### config.mk
export PLATFORM = sky130hd
export DESIGN_NAME = load_store_unit_flat
export DESIGN_NICKNAME = d
export VERILOG_FILES = /design/src/rtl/load_store_unit_if.sv /design/src/rtl/load_store_unit.sv /design/src/flat_wrapper.sv
export SDC_FILE = /design/constraint.sdc
export NUM_CORES = 1
export LEC_CHECK = 0
export ABC_CLOCK_PERIOD_IN_PS = 4400
export CORE_ASPECT_RATIO = 0.75
export CORE_MARGIN = 2
export CORE_UTILIZATION = 40
export DETAILED_ROUTE_END_ITERATION = 8
export PLACE_DENSITY = 0.75
export REMOVE_ABC_BUFFERS = 1
export SYNTH_ARGS = -nofsm -noshare
export SYNTH_HDL_FRONTEND = slang
export SYNTH_SLANG_ARGS = --single-unit
### constraint.sdc
create_clock -name clk -period 4.4 [get_ports clk]
set_input_delay 1.1 -clock clk [delete_from_list [all_inputs] [get_ports clk]]
set_output_delay 1.1 -clock clk [all_outputs]
set_load 0.05 [all_outputs]
### src/rtl/load_store_unit_if.sv
`timescale 1ns/1ps
`default_nettype none
// +--------------------------------------------------------------------------+
// | Module   : load_store_unit_if                                            |
// | Purpose  : Bundles the request/response handshake and the word-only      |
// |            memory port of the load/store unit.                           |
// | Signals  : req*  - request from execute stage (valid/ready)              |
// |            resp* - response back to the pipeline (valid/ready)           |
// |            mem*  - word-aligned address, readWrite flag, data to memory  |
// | Modports : slave  - the load/store unit itself                           |
// |            master - pipeline + memory side driving the unit              |
// | Revision : 1.0 - initial release                                         |
// +--------------------------------------------------------------------------+
interface load_store_unit_if;
  logic        reqValid;
  logic        reqReady;
  logic        reqWrite;
  logic [1:0]  reqSize;
  logic        reqUnsigned;
  logic [31:0] reqAddress;
  logic [31:0] reqWriteData;
  logic        respValid;
  logic        respReady;
  logic [31:0] respReadData;
  logic        respError;
  logic [31:0] memAddress;
  logic        memReadWrite;
  logic [31:0] memWriteData;
  logic [31:0] memReadData;

  modport slave (
    input  reqValid, reqWrite, reqSize, reqUnsigned, reqAddress, reqWriteData,
    input  respReady, memReadData,
    output reqReady, respValid, respReadData, respError,
    output memAddress, memReadWrite, memWriteData
  );

  modport master (
    output reqValid, reqWrite, reqSize, reqUnsigned, reqAddress, reqWriteData,
    output respReady, memReadData,
    input  reqReady, respValid, respReadData, respError,
    input  memAddress, memReadWrite, memWriteData
  );
endinterface
`default_nettype wire

### src/rtl/load_store_unit.sv
`timescale 1ns/1ps
`default_nettype none
// +--------------------------------------------------------------------------+
// | Module   : load_store_unit                                               |
// | Purpose  : Byte/half/word load-store engine between execute stage and    |
// |            a word-only ROM/RAM port. Read-modify-write for sub-word      |
// |            stores, lane extraction and sign/zero extension for loads.    |
// | Ports    : clk     - rising-edge clock                                   |
// |            reset_n - asynchronous active-low reset                       |
// |            bus     - load_store_unit_if.slave (request, response, mem)   |
// | Options  : LSU_BOUNDS_CHECK_EN - when defined, any address with bits     |
// |            above RAM_SELECT_BIT set is rejected with respError.          |
// | Revision : 1.0 - initial release                                         |
// +--------------------------------------------------------------------------+
module load_store_unit #(
  parameter int RAM_SELECT_BIT  = 10,
  parameter int WORD_INDEX_BITS = 8
) (
  input  wire logic       clk,
  input  wire logic       reset_n,
  load_store_unit_if.slave bus
);

  localparam logic [1:0] c_SIZE_BYTE = 2'b00;
  localparam logic [1:0] c_SIZE_HALF = 2'b01;
  localparam logic [1:0] c_SIZE_WORD = 2'b10;
  localparam logic [1:0] c_SIZE_BAD  = 2'b11;

  typedef enum logic [1:0] {
    S_IDLE  = 2'd0,
    S_READ  = 2'd1,
    S_WRITE = 2'd2,
    S_RESP  = 2'd3
  } state_t;

  state_t      r_state;
  logic        r_write;
  logic [1:0]  r_size;
  logic        r_unsigned;
  logic [1:0]  r_lane;
  logic [15:0] r_wdata;      // only the low half is needed for sub-word merges
  logic        r_req_ready;
  logic        r_resp_valid;
  logic [31:0] r_resp_data;
  logic        r_resp_error;
  logic [31:0] r_mem_addr;
  logic        r_mem_rw;
  logic [31:0] r_mem_wdata;

  logic        w_accept;
  logic        w_size_err;
  logic        w_align_err;
  logic        w_rom_store_err;
  logic        w_oob_err;
  logic        w_req_err;
  logic [31:0] w_word_addr;
  logic [7:0]  w_lane_byte;
  logic [15:0] w_lane_half;
  logic [31:0] w_load_ext;
  logic [31:0] w_merged;

  assign w_accept        = bus.reqValid && r_req_ready;
  assign w_size_err      = (bus.reqSize == c_SIZE_BAD);
  assign w_align_err     = ((bus.reqSize == c_SIZE_HALF) && bus.reqAddress[0]) ||
                           ((bus.reqSize == c_SIZE_WORD) && (bus.reqAddress[1:0] != 2'b00));
  assign w_rom_store_err = bus.reqWrite && !bus.reqAddress[RAM_SELECT_BIT];

`ifdef LSU_BOUNDS_CHECK_EN
  assign w_oob_err = |bus.reqAddress[31:RAM_SELECT_BIT+1];
`else
  // Upper bits pass through to the memory, which aliases them.
  assign w_oob_err = 1'b0;
`endif

  assign w_req_err = w_size_err || w_align_err || w_rom_store_err || w_oob_err;

  // Word-aligned address, with the RAM word-index field called out explicitly.
  assign w_word_addr = {bus.reqAddress[31:2+WORD_INDEX_BITS],
                        bus.reqAddress[2 +: WORD_INDEX_BITS], 2'b00};

  // Load path: pick the addressed lane out of the word currently on memReadData.
  always_comb begin
    w_lane_byte = bus.memReadData[7:0];
    case (r_lane)
      2'd0: w_lane_byte = bus.memReadData[7:0];
      2'd1: w_lane_byte = bus.memReadData[15:8];
      2'd2: w_lane_byte = bus.memReadData[23:16];
      2'd3: w_lane_byte = bus.memReadData[31:24];
      default: w_lane_byte = bus.memReadData[7:0];
    endcase
    w_lane_half = r_lane[1] ? bus.memReadData[31:16] : bus.memReadData[15:0];
    case (r_size)
      c_SIZE_BYTE: w_load_ext = {{24{~r_unsigned & w_lane_byte[7]}}, w_lane_byte};
      c_SIZE_HALF: w_load_ext = {{16{~r_unsigned & w_lane_half[15]}}, w_lane_half};
      default:     w_load_ext = bus.memReadData;
    endcase
  end

  // Store path: overlay the new byte/half onto the word read back in READ.
  always_comb begin
    w_merged = bus.memReadData;
    if (r_size == c_SIZE_BYTE) begin
      case (r_lane)
        2'd0: w_merged[7:0]   = r_wdata[7:0];
        2'd1: w_merged[15:8]  = r_wdata[7:0];
        2'd2: w_merged[23:16] = r_wdata[7:0];
        2'd3: w_merged[31:24] = r_wdata[7:0];
        default: w_merged = bus.memReadData;
      endcase
    end else if (r_lane[1]) begin
      w_merged[31:16] = r_wdata;
    end else begin
      w_merged[15:0] = r_wdata;
    end
  end

  always_ff @(posedge clk or negedge reset_n) begin
    if (!reset_n) begin
      r_state      <= S_IDLE;
      r_write      <= 1'b0;
      r_size       <= 2'b00;
      r_unsigned   <= 1'b0;
      r_lane       <= 2'b00;
      r_wdata      <= 16'h0000;
      r_req_ready  <= 1'b1;
      r_resp_valid <= 1'b0;
      r_resp_data  <= 32'h0;
      r_resp_error <= 1'b0;
      r_mem_addr   <= 32'h0;
      r_mem_rw     <= 1'b0;
      r_mem_wdata  <= 32'h0;
    end else begin
      case (r_state)
        S_IDLE: begin
          if (w_accept) begin
            r_write      <= bus.reqWrite;
            r_size       <= bus.reqSize;
            r_unsigned   <= bus.reqUnsigned;
            r_lane       <= bus.reqAddress[1:0];
            r_wdata      <= bus.reqWriteData[15:0];
            r_req_ready  <= 1'b0;
            r_resp_error <= w_req_err;
            r_resp_data  <= 32'h0;
            if (w_req_err) begin
              // Rejected: answer straight away, memory is never touched.
              r_resp_valid <= 1'b1;
              r_state      <= S_RESP;
            end else begin
              r_mem_addr <= w_word_addr;
              if (bus.reqWrite && (bus.reqSize == c_SIZE_WORD)) begin
                r_mem_wdata <= bus.reqWriteData;
                r_mem_rw    <= 1'b1;
                r_state     <= S_WRITE;
              end else begin
                // Loads and sub-word stores both need the current word first.
                r_state <= S_READ;
              end
            end
          end
        end
        S_READ: begin
          if (r_write) begin
            r_mem_wdata <= w_merged;
            r_mem_rw    <= 1'b1;
            r_state     <= S_WRITE;
          end else begin
            r_resp_data  <= w_load_ext;
            r_resp_valid <= 1'b1;
            r_state      <= S_RESP;
          end
        end
        S_WRITE: begin
          r_mem_rw     <= 1'b0;
          r_resp_valid <= 1'b1;
          r_state      <= S_RESP;
        end
        S_RESP: begin
          if (bus.respReady) begin
            r_resp_valid <= 1'b0;
            r_req_ready  <= 1'b1;
            r_state      <= S_IDLE;
          end
        end
        default: begin
          r_mem_rw     <= 1'b0;
          r_resp_valid <= 1'b0;
          r_req_ready  <= 1'b1;
          r_state      <= S_IDLE;
        end
      endcase
    end
  end

  assign bus.reqReady     = r_req_ready;
  assign bus.respValid    = r_resp_valid;
  assign bus.respReadData = r_resp_data;
  assign bus.respError    = r_resp_error;
  assign bus.memAddress   = r_mem_addr;
  assign bus.memReadWrite = r_mem_rw;
  assign bus.memWriteData = r_mem_wdata;

endmodule
`default_nettype wire

### src/flat_wrapper.sv
// flat-port wrapper written by rule: the top's interface ports become plain ports
module load_store_unit_flat 
#(
  parameter int RAM_SELECT_BIT  = 10,
  parameter int WORD_INDEX_BITS = 8
)
  (clk, reset_n, bus_reqValid, bus_reqWrite, bus_reqSize, bus_reqUnsigned, bus_reqAddress, bus_reqWriteData, bus_respReady, bus_memReadData, bus_reqReady, bus_respValid, bus_respReadData, bus_respError, bus_memAddress, bus_memReadWrite, bus_memWriteData);
  load_store_unit_if bus_i ();
  input  wire logic clk;
  input  wire logic reset_n;
  input wire logic [$bits(bus_i.reqValid)-1:0] bus_reqValid;
  input wire logic [$bits(bus_i.reqWrite)-1:0] bus_reqWrite;
  input wire logic [$bits(bus_i.reqSize)-1:0] bus_reqSize;
  input wire logic [$bits(bus_i.reqUnsigned)-1:0] bus_reqUnsigned;
  input wire logic [$bits(bus_i.reqAddress)-1:0] bus_reqAddress;
  input wire logic [$bits(bus_i.reqWriteData)-1:0] bus_reqWriteData;
  input wire logic [$bits(bus_i.respReady)-1:0] bus_respReady;
  input wire logic [$bits(bus_i.memReadData)-1:0] bus_memReadData;
  output wire logic [$bits(bus_i.reqReady)-1:0] bus_reqReady;
  output wire logic [$bits(bus_i.respValid)-1:0] bus_respValid;
  output wire logic [$bits(bus_i.respReadData)-1:0] bus_respReadData;
  output wire logic [$bits(bus_i.respError)-1:0] bus_respError;
  output wire logic [$bits(bus_i.memAddress)-1:0] bus_memAddress;
  output wire logic [$bits(bus_i.memReadWrite)-1:0] bus_memReadWrite;
  output wire logic [$bits(bus_i.memWriteData)-1:0] bus_memWriteData;
  assign bus_i.reqValid = bus_reqValid;
  assign bus_i.reqWrite = bus_reqWrite;
  assign bus_i.reqSize = bus_reqSize;
  assign bus_i.reqUnsigned = bus_reqUnsigned;
  assign bus_i.reqAddress = bus_reqAddress;
  assign bus_i.reqWriteData = bus_reqWriteData;
  assign bus_i.respReady = bus_respReady;
  assign bus_i.memReadData = bus_memReadData;
  assign bus_reqReady = bus_i.reqReady;
  assign bus_respValid = bus_i.respValid;
  assign bus_respReadData = bus_i.respReadData;
  assign bus_respError = bus_i.respError;
  assign bus_memAddress = bus_i.memAddress;
  assign bus_memReadWrite = bus_i.memReadWrite;
  assign bus_memWriteData = bus_i.memWriteData;
  load_store_unit #(.RAM_SELECT_BIT(RAM_SELECT_BIT), .WORD_INDEX_BITS(WORD_INDEX_BITS)) u_core (.clk(clk), .reset_n(reset_n), .bus(bus_i));
endmodule
# After elaboration in Yosys (flattened, before gate mapping)
# Index checks and enable logic that the tools add are counted.
# totals
regBits	122
input_bits	104
output_inout_bits	100
elab_cells	95
# op_classes
n_eq_ne	17
mux	37
n_bitwise	4
n_reduce_logical	24
# op_table
cell	n
32-bit two-way mux	7
32-bit case mux with 2 select lines	3
16-bit two-way mux	3
8-bit two-way mux	4
8-bit case mux with 4 select lines	1
2-bit equality test, second input constant	6
1-bit two-way mux	11
5-bit AND reduction	2
3-bit AND reduction	3
2-bit by 1-bit equality test with 1-bit output, second input constant	4
2-bit two-way mux	4
2-bit by 1-bit != test with 1-bit output, second input constant	4
2-bit case mux with 4 select lines	1
2-bit zero test	3
2-bit != test, second input constant	3
2-bit nonzero test	3
1-bit logical AND	5
1-bit case mux with 4 select lines	1
2-bit AND reduction	2
4-bit AND reduction	1
1-bit logical OR	3
1-bit case mux with 3 select lines	1
3-bit nonzero test	1
1-bit bitwise AND	2
other kinds (3)	4

# Logic depth before layout (Yosys ltp)
# depth
depth_word	8
ltp_mapped	8
ltp_nobuf	6

# Worst setup path after synthesis
# OpenSTA, ideal clock, no wires.
# synth_path
kind	input -> register
from	in bus_reqSize[0]
to	reg u_core.r_mem_wdata[10], in the netlist u_core.bus.memWriteData[10]
setup_ns	0.125
t_arrival_ns	2.451
t_required_ns	4.275
path_slack_ns	1.825
path_stages	5
n_path_buf	1
path_cell_list	nand4b_1 > o41ai_4 > o21a_2 > buf_4 > mux2_2
# synth_via
elab_chain_cells	7
word_cells_on_any_way	12
classes_between	eq/ne (5); reduce/logical (7)
# synth_lines
item	line_no	text
start: declaration	flat_wrapper.sv:13	input wire logic [$bits(bus_i.reqSize)-1:0] bus_reqSize;
2-bit by 1-bit equality test with 1-bit output / 2-bit equality test (equally long branches)	load_store_unit.sv:64, load_store_unit.sv:65, load_store_unit.sv:150	
1-bit logical AND (on tied branches)	load_store_unit.sv:64, load_store_unit.sv:65	
1-bit logical OR	load_store_unit.sv:64	assign w_align_err = ((bus.reqSize == c_SIZE_HALF) && bus.reqAddress[0]) ||
1-bit logical OR (2 in series)	load_store_unit.sv:75	assign w_req_err = w_size_err || w_align_err || w_rom_store_err || w_oob_err;
2-bit != test (no line)	-	
5-bit AND reduction (no line) (*)	-	
end signal: assignment	load_store_unit.sv:151	r_mem_wdata <= bus.reqWriteData;
end signal: assignment	load_store_unit.sv:163	r_mem_wdata <= w_merged;
end: declaration	load_store_unit.sv:48	logic [31:0] r_mem_wdata;
# Mark *: on every way between the ends. The rest lies on a longest branch, timed or not.
# A chain may end at the register's enable or synchronous reset.

# Worst setup path in the final report
# layout_path
from	in bus_reqSize[0]
to	reg u_core.r_mem_wdata[9], in the netlist u_core.bus.memWriteData[9]
# Same word-level chain as after synthesis.

==> results.json <==
{
  "post-route-period-util_pct": 73.2,
  "core_area_um2": 15300,
  "cap_violations": 0,
  "rsz0062_at_grt": "no",
  "skew_ps": 8.13,
  "yosys-top-cells-area": "dfrtp_1 48%, mux2_2 14%, mux2i_1 5.2%",
  "ys_async_sr_fraction_pct": 100,
  "std_cell_rows": 39,
  "worstMarginPinSlew_ps": 1220,
  "clock_sinks": 122,
  "required_ps": 4690,
  "dieArea_um2": 16800,
  "yosys.area_share.adder_pct": 0.793,
  "path_class": "in2reg",
  "worstReg2RegEnd": "u_core.bus.memWriteData[9]$_DFFE_PN0P_",
  "drc": 0,
  "met2_wirelength_um": 9700,
  "setup_viol": 0,
  "initial_core_util_pct": 41.2,
  "synth_top_cell_by_area": "dfrtp_1",
  "wl_um": 21100,
  "postPlaceCellArea_um2": 8460,
  "synth_top_family_by_area": "multiplexers",
  "cts_buffers": 17,
  "met1_length_um": 9370,
  "min_path_type": "reg2reg",
  "grt_pass1_vias": 5746,
  "end_kind": "flop",
  "dp_hpwl_um": 15200,
  "area_growth_pct": 43.5,
  "met3_length_um": 1630,
  "power_mw": 7.72,
  "synth_mux_area_share_pct": 19.5,
  "whs_endpoint": "u_core.bus.respReadData[7]$_DFFE_PN0P_",
  "finalCriticalPeriod_ps": 3220,
  "synth-simple-area-share_pct": 8.27,
  "relSlewSlack_pct": 17.8,
  "synthTopCellsByCount": "121 x dfrtp_1, 76 x mux2_2, 33 x mux2i_1, 24 x o21ai_0, 23 x clkbuf_1",
  "yosysWarnings": 0,
  "synth_ff_type": "dfrtp_1",
  "cts_root_buf": "clkbuf_16",
  "final_util_pct": 59.1,
  "post_cts_buffers": 0,
  "io_buffers": 201,
  "dr.max_layer_used": "met4",
  "synth_compound_area_share_pct": 18.8,
  "cts_buffer_depth": 2,
  "powerDensity_nw_per_um2": 852,
  "antenna_found_initial": 0,
  "antennaDiodeCount": 0,
  "place.gp.congestion": 0.883,
  "ys_ff_latch": 122,
  "r2r_slack_ps": 1280,
  "grt_max_degree": 73,
  "final_nets": 825,
  "gr-usage-all-layers_pct": 25.3,
  "dr.pass1.iters": 5,
  "cts-hold-fix-buffers": 0,
  "drv_slew": 0,
  "fmax_mhz": 311,
  "ys_seq_area_share_pct": 48.4,
  "worst_ep_arrival_time_ps": 3510,
  "path_max_fanout": 32,
  "min_from": "u_core.bus.respReadData[7]$_DFFE_PN0P_",
  "clk_latency_ps": 410,
  "vias_per_cell": 5.91,
  "ios": 204,
  "ant_nets": 0,
  "startpoint_type": "input port",
  "vias": 5519,
  "syn_inst": 532,
  "clk_pin_slew_ps": 60,
  "drive_gt1_share_pct": 19.5,
  "synth-xor-area-share_pct": 0,
  "p_leak_nw": 3.73,
  "cts_tree": "done",
  "hold_viol": 0,
  "synth_area_um2": 6310,
  "cts-resized-gates": 0,
  "r2r_start": "u_core.r_state[1]$_DFFE_PN0P_",
  "cts_htree_levels": 4,
  "run_status": "completed",
  "yosysMostFrequentCell": "dfrtp_1",
  "synth_top_area_share_pct": 48.0,
  "synth.distinct_cells": 51,
  "drt-initial-drc-count": 592,
  "finalSetupTns_ps": 0,
  "synth_edf_count": 0,
  "ir_worst_vdd_mv": 0.371,
  "die_h_um": 113,
  "synth.avg_cell_area_um2": 11.9,
  "dieWidth_um": 149,
  "grt_pass1_wl_um": 32600,
  "r2r_cells": 5,
  "wire_per_inst_um": 22.6,
  "grt.overflow.total": 0,
  "holdPathStages": 1,
  "design_area_um2": 9050
}
stage by stage:
stage	hold slack, ps	setup WS (ps)	cells
global route	498	1040	934
CTS	479	1210	934
finish	477	1180	934
global placement	467	892	903
floorplan	495	699	489
detailed placement	467	806	903
power by group:
part           internal [mW]  switching, mW
registers               1.61          0.481
clock network          0.897          0.516
logic                   1.67           2.54
worst max path at each step:
stage | endpoint | startpoint | slack [ps]
floorplan | u_core.bus.memAddress[10]$_DFFE_PN0P_ | bus_reqValid | 700
global placement | u_core.bus.memWriteData[9]$_DFFE_PN0P_ | bus_reqSize[0] | 890
detailed placement | u_core.bus.memWriteData[26]$_DFFE_PN0P_ | bus_reqSize[1] | 810
CTS | u_core.bus.memWriteData[26]$_DFFE_PN0P_ | bus_reqSize[1] | 1210
global route | u_core.bus.respReadData[19]$_DFFE_PN0P_ | u_core.r_state[1]$_DFFE_PN0P_ | 1040
finish | u_core.bus.memWriteData[9]$_DFFE_PN0P_ | bus_reqSize[0] | 1180
cell type report:
class | count | area, µm²
Timing Repair Buffer | 209 | 2080
Fill cell | 1236 | 6270
Clock buffer | 18 | 439
Sequential cell | 122 | 3060
Clock inverter | 13 | 153
Tap cell | 205 | 256
Multi-Input combinational cell | 352 | 3010
Inverter | 15 | 56.3
layout by cell type (no fill, tap or decap), drive strengths merged, types with 2 or more instances in the layout:
cell           netlist  final
clkdlybuf4s50        0    200
dfrtp              121    121
mux2                78     78
mux2i               33     33
o21ai               26     26
nand2b              21     21
nand3               18     18
clkbuf              23     18
o221a               16     16
o221ai              16     16
a221o               16     16
inv                 15     15
a21oi               13     13
nand4               11     11
o2bb2ai              9      9
buf                 21      9
a21boi               8      8
clkinv               0      8
nor2                 7      7
o211ai               7      7
a21o                 7      7
nand2                6      6
o2111ai              6      6
o21bai               6      6
or3                  6      6
nand3b               6      6
a32o                 6      6
nor2b                4      4
ha                   4      4
nor3                 3      3
bufinv               0      3
o21a                 3      3
nor3b                3      3
and2                 2      2
conb                 1      2
clkinvlp             0      2
registers in the layout (all words and copies together) (netlist names):
| name | count |
|---|---|
| u_core.r_write | 1 |
| u_core.r_lane | 2 |
| u_core.r_wdata | 16 |
| u_core.bus.memReadWrite | 1 |
| u_core.bus.memAddress | 30 |
| u_core.r_state | 2 |
| u_core.bus.memWriteData | 32 |
| u_core.bus.respValid | 1 |
| u_core.r_unsigned | 1 |
| u_core.bus.respReadData | 32 |
| u_core.r_size | 2 |
| u_core.bus.respError | 1 |
| u_core.bus.reqReady | 1 |
critical path, cell delays in order:
cell             delay [ps]
clkdlybuf4s50_1         480
nand4b_1                300
o41ai_4                 260
buf_4                   280
o21a_2                  650
mux2_2                  410
per-layer routing:
metal / global-route usage [%] / vias to the layer above
li1: - / 2408
met1: 36.3 / 2792
met2: 38.3 / 284
met3: 5.36 / 35
met4: 8.38 / 0
met5: 0 / -
cells by family (layout without fill, tap and decap cells):
| logic type | count (synthesis) | count (layout) |
|---|---|---|
| AND/OR/NAND/NOR | 89 | 89 |
| multiplexers | 112 | 112 |
| buffers and inverters | 59 | 255 |
| AO/OA/AOI/OAI | 145 | 145 |
| adder cells (fa/ha/maj) | 4 | 4 |
| other | 1 | 2 |
| flip-flops | 122 | 122 |
No activity file was read; power rests on OpenSTA's default activity.
